--- src/rtl/ad79x8_sequencer.sv ---
// ad79x8_sequencer
//   Drives an AD7908/AD7918/AD7928 through an external SPI core: two
//   power-up dummy frames, one programming frame, then a continuous
//   round-robin scan over channels 0..NUM_CH-1.
//
// Parameters
//   NUM_CH      number of scanned channels (1..8)
//   RANGE_BIT   value placed in control-word bit 5 (RANGE)
//   CODING_BIT  value placed in control-word bit 4 (CODING)
//
// Ports
//   clk          clock, all logic on rising edge
//   reset        synchronous, active-high reset
//   run          high = keep scanning, low = stop after current frame
//   adc_ready    SPI core idle / frame complete
//   adc_data     word read back by the SPI core ([14:12] ID, [11:0] data)
//   ctrl_word    control word presented to the SPI core
//   initiate     one-clock frame request
//   result_data  captured conversion value
//   result_ch    channel ID of result_data
//   result_valid one-clock pulse, result_data/result_ch updated
//   ch_err       sticky channel-ID mismatch flag (only with AD79X8_SEQ_CHK_EN)
//   busy         high whenever the sequencer is not idle
//
// Build option
//   `define AD79X8_SEQ_CHK_EN adds ch_err and the channel-ID comparison.
module ad79x8_sequencer #(
   parameter int unsigned NUM_CH     = 8,
   parameter logic        RANGE_BIT  = 1'b1,
   parameter logic        CODING_BIT = 1'b1
) (
   input  logic        clk,
   input  logic        reset,
   input  logic        run,
   input  logic        adc_ready,
   input  logic [15:0] adc_data,
   output logic [15:0] ctrl_word,
   output logic        initiate,
   output logic [11:0] result_data,
   output logic [2:0]  result_ch,
   output logic        result_valid,
`ifdef AD79X8_SEQ_CHK_EN
   output logic        ch_err,
`endif
   output logic        busy
);

   typedef enum logic [2:0] {
      IDLE,
      LAUNCH,
      WAIT_LOW,
      WAIT_HIGH,
      CAPTURE
   } state_t;

   // Position in the power-up sequence; PH_RUN is the steady scan.
   typedef enum logic [1:0] {
      PH_DUMMY0,
      PH_DUMMY1,
      PH_PROGRAM,
      PH_RUN
   } phase_t;

   localparam logic [2:0] LAST_ADD = 3'(NUM_CH - 1);

   state_t     state;
   phase_t     phase;
   logic [2:0] add;        // ADD field of the next programming/scan frame
   logic [1:0] start_tmo;  // clocks spent in WAIT_LOW with adc_ready still high
`ifdef AD79X8_SEQ_CHK_EN
   logic [2:0] prev_add;   // ADD sent in the previous frame = ID expected back now
`endif

   // WRITE=1, SEQ=0, ADD, PM=11, SHADOW=0, WEAK/TRI=0, RANGE, CODING
   function automatic logic [15:0] build_word(input logic [2:0] a);
      return {1'b1, 1'b0, 1'b0, a, 2'b11, 1'b0, 1'b0, RANGE_BIT, CODING_BIT, 4'b0000};
   endfunction

   // The word depends only on counters that advance in CAPTURE, so a
   // re-issued initiate after a missed start repeats the same word.
   logic [15:0] next_word;
   always_comb begin
      next_word = 16'hFFFF;
      if (phase == PH_PROGRAM || phase == PH_RUN)
         next_word = build_word(add);
   end

   always_ff @(posedge clk) begin
      if (reset) begin
         state        <= IDLE;
         phase        <= PH_DUMMY0;
         add          <= '0;
         start_tmo    <= '0;
         ctrl_word    <= '0;
         initiate     <= 1'b0;
         result_data  <= '0;
         result_ch    <= '0;
         result_valid <= 1'b0;
         busy         <= 1'b0;
`ifdef AD79X8_SEQ_CHK_EN
         prev_add     <= '0;
         ch_err       <= 1'b0;
`endif
      end else begin
         initiate     <= 1'b0;
         result_valid <= 1'b0;
         unique case (state)
            IDLE: begin
               if (run) begin
                  state <= LAUNCH;
                  busy  <= 1'b1;
               end
            end
            LAUNCH: begin
               // ctrl_word only moves here, and only while the core is idle.
               if (adc_ready) begin
                  ctrl_word <= next_word;
                  initiate  <= 1'b1;
                  start_tmo <= '0;
                  state     <= WAIT_LOW;
               end
            end
            WAIT_LOW: begin
               if (!adc_ready)
                  state <= WAIT_HIGH;
               else if (start_tmo == 2'd3)
                  state <= LAUNCH;
               else
                  start_tmo <= start_tmo + 2'd1;
            end
            WAIT_HIGH: begin
               // One settle clock: data is sampled in CAPTURE, not here.
               if (adc_ready)
                  state <= CAPTURE;
            end
            CAPTURE: begin
               if (phase == PH_RUN) begin
                  result_valid <= 1'b1;
                  result_data  <= adc_data[11:0];
                  result_ch    <= adc_data[14:12];
`ifdef AD79X8_SEQ_CHK_EN
                  if (adc_data[14:12] != prev_add)
                     ch_err <= 1'b1;
`endif
               end
               unique case (phase)
                  PH_DUMMY0:  phase <= PH_DUMMY1;
                  PH_DUMMY1:  phase <= PH_PROGRAM;
                  default:    phase <= PH_RUN;
               endcase
               if (phase == PH_PROGRAM || phase == PH_RUN) begin
`ifdef AD79X8_SEQ_CHK_EN
                  prev_add <= add;
`endif
                  add <= (add == LAST_ADD) ? 3'd0 : add + 3'd1;
               end
               state <= run ? LAUNCH : IDLE;
               busy  <= run;
            end
            default: begin
               state <= IDLE;
               busy  <= 1'b0;
            end
         endcase
      end
   end

endmodule

--- config.mk ---
export PLATFORM = sky130hd
export DESIGN_NAME = ad79x8_sequencer
export DESIGN_NICKNAME = d
export VERILOG_FILES = /design/src/rtl/ad79x8_sequencer.sv
export SDC_FILE = /design/constraint.sdc
export NUM_CORES = 1
export LEC_CHECK = 0
export CAP_MARGIN = 20
export CORE_UTILIZATION = 47
export DETAILED_ROUTE_END_ITERATION = 12
export GPL_ROUTABILITY_DRIVEN = 0
export GPL_TIMING_DRIVEN = 1
export HOLD_SLACK_MARGIN = 0.08
export PLACE_DENSITY = 0.83
export SYNTH_ARGS = -nofsm -noshare
export SYNTH_HDL_FRONTEND = slang
export SYNTH_SLANG_ARGS = --single-unit
--- constraint.sdc ---
create_clock -name clk -period 2.5 [get_ports clk]
set_clock_uncertainty 0.05 [all_clocks]
set_input_delay 0.5 -clock clk [delete_from_list [all_inputs] [get_ports clk]]
set_output_delay 0.5 -clock clk [all_outputs]
set_load 0.02 [all_outputs]
# --- Word level (Yosys, flattened, before mapping) ---
# Index checks and enable logic that the tools add are counted.
word_totals:
  reg_bits: 44
  latch_bits: 0
  mem_bits_rw: 0
  romBits: 0
  inputBits: 20
  word_cells: 61
  mem_count: 0
classes:
  n_addsub: 2
  mul: 0
  div_mod_pow: 0
  n_lt_le_gt_ge: 0
  n_eq_ne: 15
  n_shift: 0
  muxes: 18
  bitwise: 3
  n_reduce_logical: 13
ops:
  columns: ["operator", "count"]
  rows:
  - ["two-way mux 3 bit", 6]
  - ["two-way mux 15 bit", 1]
  - ["one-hot mux 3 bit (5 select lines)", 1]
  - ["inequality test 2 bit, second input constant", 5]
  - ["one-hot mux 2 bit (2 select lines)", 2]
  - ["AND reduction 2 bit", 4]
  - ["AND reduction 4 bit", 2]
  - ["equality test 2 bit, second input constant", 3]
  - ["equality test 3 x 2 -> 1 bit, second input constant", 2]
  - ["equality test 3 bit, second input constant", 2]
  - ["two-way mux 2 bit", 3]
  - ["two-way mux 1 bit", 4]
  - ["OR reduction 2 bit", 2]
  - ["adder 3 x 1 -> 3 bit, second input constant", 1]
  - ["equality test 3 x 1 -> 1 bit, second input constant", 1]
  - ["logical NOT 3 bit", 1]
  - ["inequality test 3 bit, second input constant", 1]
  - ["inverter 1 bit", 3]
  - ["one-hot mux 1 bit (3 select lines)", 1]
  - ["OR reduction 3 bit", 1]
  - ["adder 2 x 1 -> 2 bit, second input constant", 1]
  - ["equality test 2 x 1 -> 1 bit, second input constant", 1]
  - ["logical NOT 2 bit", 1]
  - ["nonzero test 2 bit", 1]
  - ["logical OR 1 bit", 1]

# --- Longest topological paths before layout ---
logic_depth:
  ltp_word: 4
  ltp_mapped: 6

# --- Worst setup path before layout ---
# Ideal clock, no wire load.
synth_timing:
  path_type: "reg2reg"
  from: "register state[1]"
  to: "register result_ch[0]"
  setup_time_ps: 72
  arrival_time_ps: 1244
  required_time_ps: 2378
  setup_slack_ps: 1135
  stages_incl_launch_ff: 7
  path_buffers: 3
  synth_period_minus_slack_ps: 1365
  cell_sequence: "dfxtp_1 > buf_4 > nor3b_2 > and3_1 > buf_6 > buf_12 > mux2i_1"
synth_via:
  elab_chain_cells: 2
synth_lines:
  columns: ["item", "line", "source"]
  rows:
  - ["from (decl)", "66", "state_t state;"]
  - ["from (signal assigned)", "157", "state <= run ? LAUNCH : IDLE;"]
  - ["equality test 3 bit", "107", "unique case (state)"]
  - ["AND reduction 2 bit (no line)", null, null]
  - ["to (signal assigned)", "140", "result_ch <= adc_data[14:12];"]
  - ["to (decl)", "40", "output logic [2:0] result_ch,"]
# No other way between the ends.
# A chain may end at the register's enable or synchronous reset.

==> metrics.csv <==
metric,value,unit
status,completed,
DRT Wirelength,3050,um
setup ws final,498.9,ps
reg2reg start,state[2],
Comb power frac,13.8,%
Pint,0.8642,mW
complex-gate fraction of the synthesized area,5.941,%
Post-CTS Resized,0,
adder-cell share of the synthesized area,2.475,%
slew margin rel.,74.84,%
initial antenna violation count,0,
global route total overflow,0,
Ys Warns,0,
Synth Cell Area,0.001516,mm2
Pwr Total,1.123,mW
Most Crowded Layer GR,met2,
first-pass detailed-route iteration total,4,
"Req. time, crit path",1950,ps
max-slew violation count,0,
pre-CTS setup slack,482.3,ps
Max-Cap Viols,0,
Clock Tree Root,clkbuf_4,
Layout area overhead,35.48,%
core region area,0.003053,mm2
Die ar.,0.003457,mm2
Die Wd,58.80,um
sequential share of the synthesized area,43.56,%
worst-path maximum fanout,9,
Synth Area in Simple Gates,25.66,%
Tightest Pin Transition,372.6,ps
FILL cells,253,
DRC violations left,0,
routing usage on met1,20.91,%
vias in the first global route,1165,
buffers plus inverters on the worst setup path,1,
Yosys cell types,29,
setup_tns,0,ps
Pleak,0.7338,nW
NumNets Final,220,
mux share of post-synthesis cell area,12.54,%
vias,1191,
critical setup path kind,flip-flop to output port,
post-route ant nets,0,
largest net degree at the start of global routing,28,
Setup Buffers After CTS,0,
RSZ-0062 raised after global routing,false,
CP top delay family,buffers and inverters,
final setup fails,0,
met2 Use GR,35.06,%
overall routing resource usage,19.49,%
CP max stage delay,660,ps
first-pass GRT wire length,4981,um
worst path cell trace,clkdlybuf4s50_1,
Hold Path Sink,ctrl_word[10],
sw power,0.2587,mW
syn_area_per_cell,9.784,um2
grt met3 use,3.956,%
Clock Latency Late Sink,330,ps
Seq cells post-synth,33,
syn_nets,178,
initial detailed-routing violation count,38,
Routed WL per cell,12.60,um
period utilization,80.05,%
CP Launch Type,flip-flop,
sequential power share,49.4,%
worst min-delay path category,flip-flop to flip-flop,
Diodes inserted,0,
Max clock buf depth,2,
largest family of logic cells by synthesized area,simple AND/OR/NAND/NOR gates,
Critical Path Sink Type,output port,
fraction of layout cells with a size suffix above 1,6.061,%
drt via density,4.921,
Post-CTS Hold Buffers,0,
die height,58.80,um
pwr dens,546.5,mW/mm2
worst r2r dst,result_ch[2],
r2r worst-path depth,4,
min Tclk post-route,2001,ps
Ports,54,
clock-pin slew on the worst setup and hold paths,90,ps
xor/xnor share of the synthesized area,0,%
"IR drop worst, VDD",0.2915,mV
sinks on the clock net,33,
Fin. Hold Viols,0,
worst endpoint data arrival time,1450,ps
CTS tree,yes,
Sw Share,23.04,%
"Slowest-stage cell, CP",clkdlybuf4s50_1,
# rows,20,
Clk pwr share,36.7,%
fmax,499.7,MHz
htree depth,2,
Initial Util,49.67,%
Reg2Reg Setup Slack,860,ps
WHS Path Cells,2,
Hold Crit Start,ctrl_word[10],
post-detail-place hpwl,2282,um
gate count of the mapped netlist,155,
CTS buffer count,5,
I/O Buffers,52,
## worst max-delay path by stage
stage | from | to | slack, ps | depth (start not counted)
3_3_place_gp | adc_ready | start_tmo[1] | 550 | 4
6_report | ctrl_word[14] | ctrl_word[6] | 500 | 1
5_1_grt | ctrl_word[14] | ctrl_word[6] | 410 | 1
2_1_floorplan | state[1] | result_ch[0] | 1130 | 6
4_1_cts | ctrl_word[14] | ctrl_word[1] | 470 | 1
3_5_place_dp | adc_ready | start_tmo[1] | 480 | 4
## state kept, by name (all words and copies together) (netlist names), 2 cells and up
signal	flops
result_ch	3
add	3
phase	2
state	3
ctrl_word	5
start_tmo	2
result_data	12
## logic make-up (layout without fill, tap and decap cells)
| logic type | Yosys count | count (layout) |
|---|---|---|
| AO/OA/AOI/OAI | 16 | 16 |
| adder cells (fa/ha/maj) | 3 | 3 |
| buffers and inverters | 21 | 64 |
| flip-flops | 33 | 33 |
| AND/OR/NAND/NOR | 63 | 63 |
| multiplexers | 19 | 19 |
## final cells by class
class | count | area [um2] | area share, %
clock buffers | 7 | 55.05 | 2.680
multi-input cells | 101 | 706.9 | 34.41
inverters | 1 | 3.754 | 0.1827
clock inverters | 1 | 30.03 | 1.462
flip-flops and latches | 33 | 660.6 | 32.16
repair buffers | 55 | 543.0 | 26.43
well taps | 44 | 55.05 | 2.680
## Yosys cell counts, drive strengths merged
cell type / instances / share of area (%)
nand2b: 30 / 12
o31ai: 1 / 0.50
ha: 3 / 2.5
mux2i: 19 / 13
or4b: 1 / 0.66
nand3b: 1 / 0.50
and3: 2 / 0.82
nor3b: 2 / 1.3
dfxtp: 33 / 44
and3b: 1 / 0.58
nor3: 2 / 0.66
o311ai: 2 / 1.2
a21oi: 9 / 3.0
buf: 15 / 8.3
nand2: 5 / 1.2
nand4bb: 1 / 0.74
nor2b: 1 / 0.41
inv: 1 / 0.25
clkbuf: 5 / 1.2
and2b: 2 / 0.99
nor2: 11 / 2.7
o21ai: 4 / 1.3
or4: 2 / 0.99
and4bb: 2 / 1.6
## routing by layer
metal  wire length [um]  vias up
met5                  0        -
met4                 74        0
met3                120        9
met2               1661       36
met1               1194      549
li1                   -      597
## power groups by stage
| stage | logic [mW] | clock network [mW] | registers (mW) |
|---|---|---|---|
| 6_report | 0.155 | 0.413 | 0.555 |
| 5_1_grt | 0.167 | 0.441 | 0.558 |
| 4_1_cts | 0.156 | 0.420 | 0.556 |
| 3_5_place_dp | 0.156 | 0 | 0.568 |
| 3_3_place_gp | 0.152 | 0 | 0.566 |
| 2_1_floorplan | 0.0898 | 0 | 0.570 |
## stage by stage
step | hold slack, ps | util, % | cells | area (um2)
CTS | 413.6 | 67.30 | 242 | 2054
finish | 415.6 | 67.30 | 242 | 2054
global placement | 392.7 | 64.51 | 234 | 1969
detailed placement | 401.3 | 64.51 | 234 | 1969
floorplan | 414.6 | - | 155 | 1516
global route | 454.4 | 67.30 | 242 | 2054
## placed cells by master, fill, tap and decap left out
cell type | synthesis | layout
bufinv_16 | 0 | 1
dfxtp_1 | 33 | 33
mux2i_1 | 19 | 19
nor2_1 | 11 | 11
clkbuf_1 | 5 | 1
nand2_1 | 5 | 5
o31ai_1 | 1 | 1
o21ai_0 | 4 | 4
nand3b_1 | 1 | 1
and3b_1 | 1 | 1
nor3_1 | 2 | 2
clkdlybuf4s50_1 | 0 | 52
buf_4 | 12 | 3
or4_1 | 2 | 2
or4b_1 | 1 | 1
and3_1 | 2 | 2
nor2b_1 | 1 | 1
ha_1 | 3 | 3
inv_1 | 1 | 1
clkbuf_4 | 0 | 5
a21oi_1 | 9 | 9
nor3b_2 | 1 | 1
nor3b_1 | 1 | 1
o311ai_0 | 2 | 2
nand2b_1 | 30 | 30
and2b_1 | 2 | 2
clkbuf_8 | 0 | 1
and4bb_1 | 1 | 1
nand4bb_1 | 1 | 1
and4bb_2 | 1 | 1
Power figures use the tool's default switching activity.
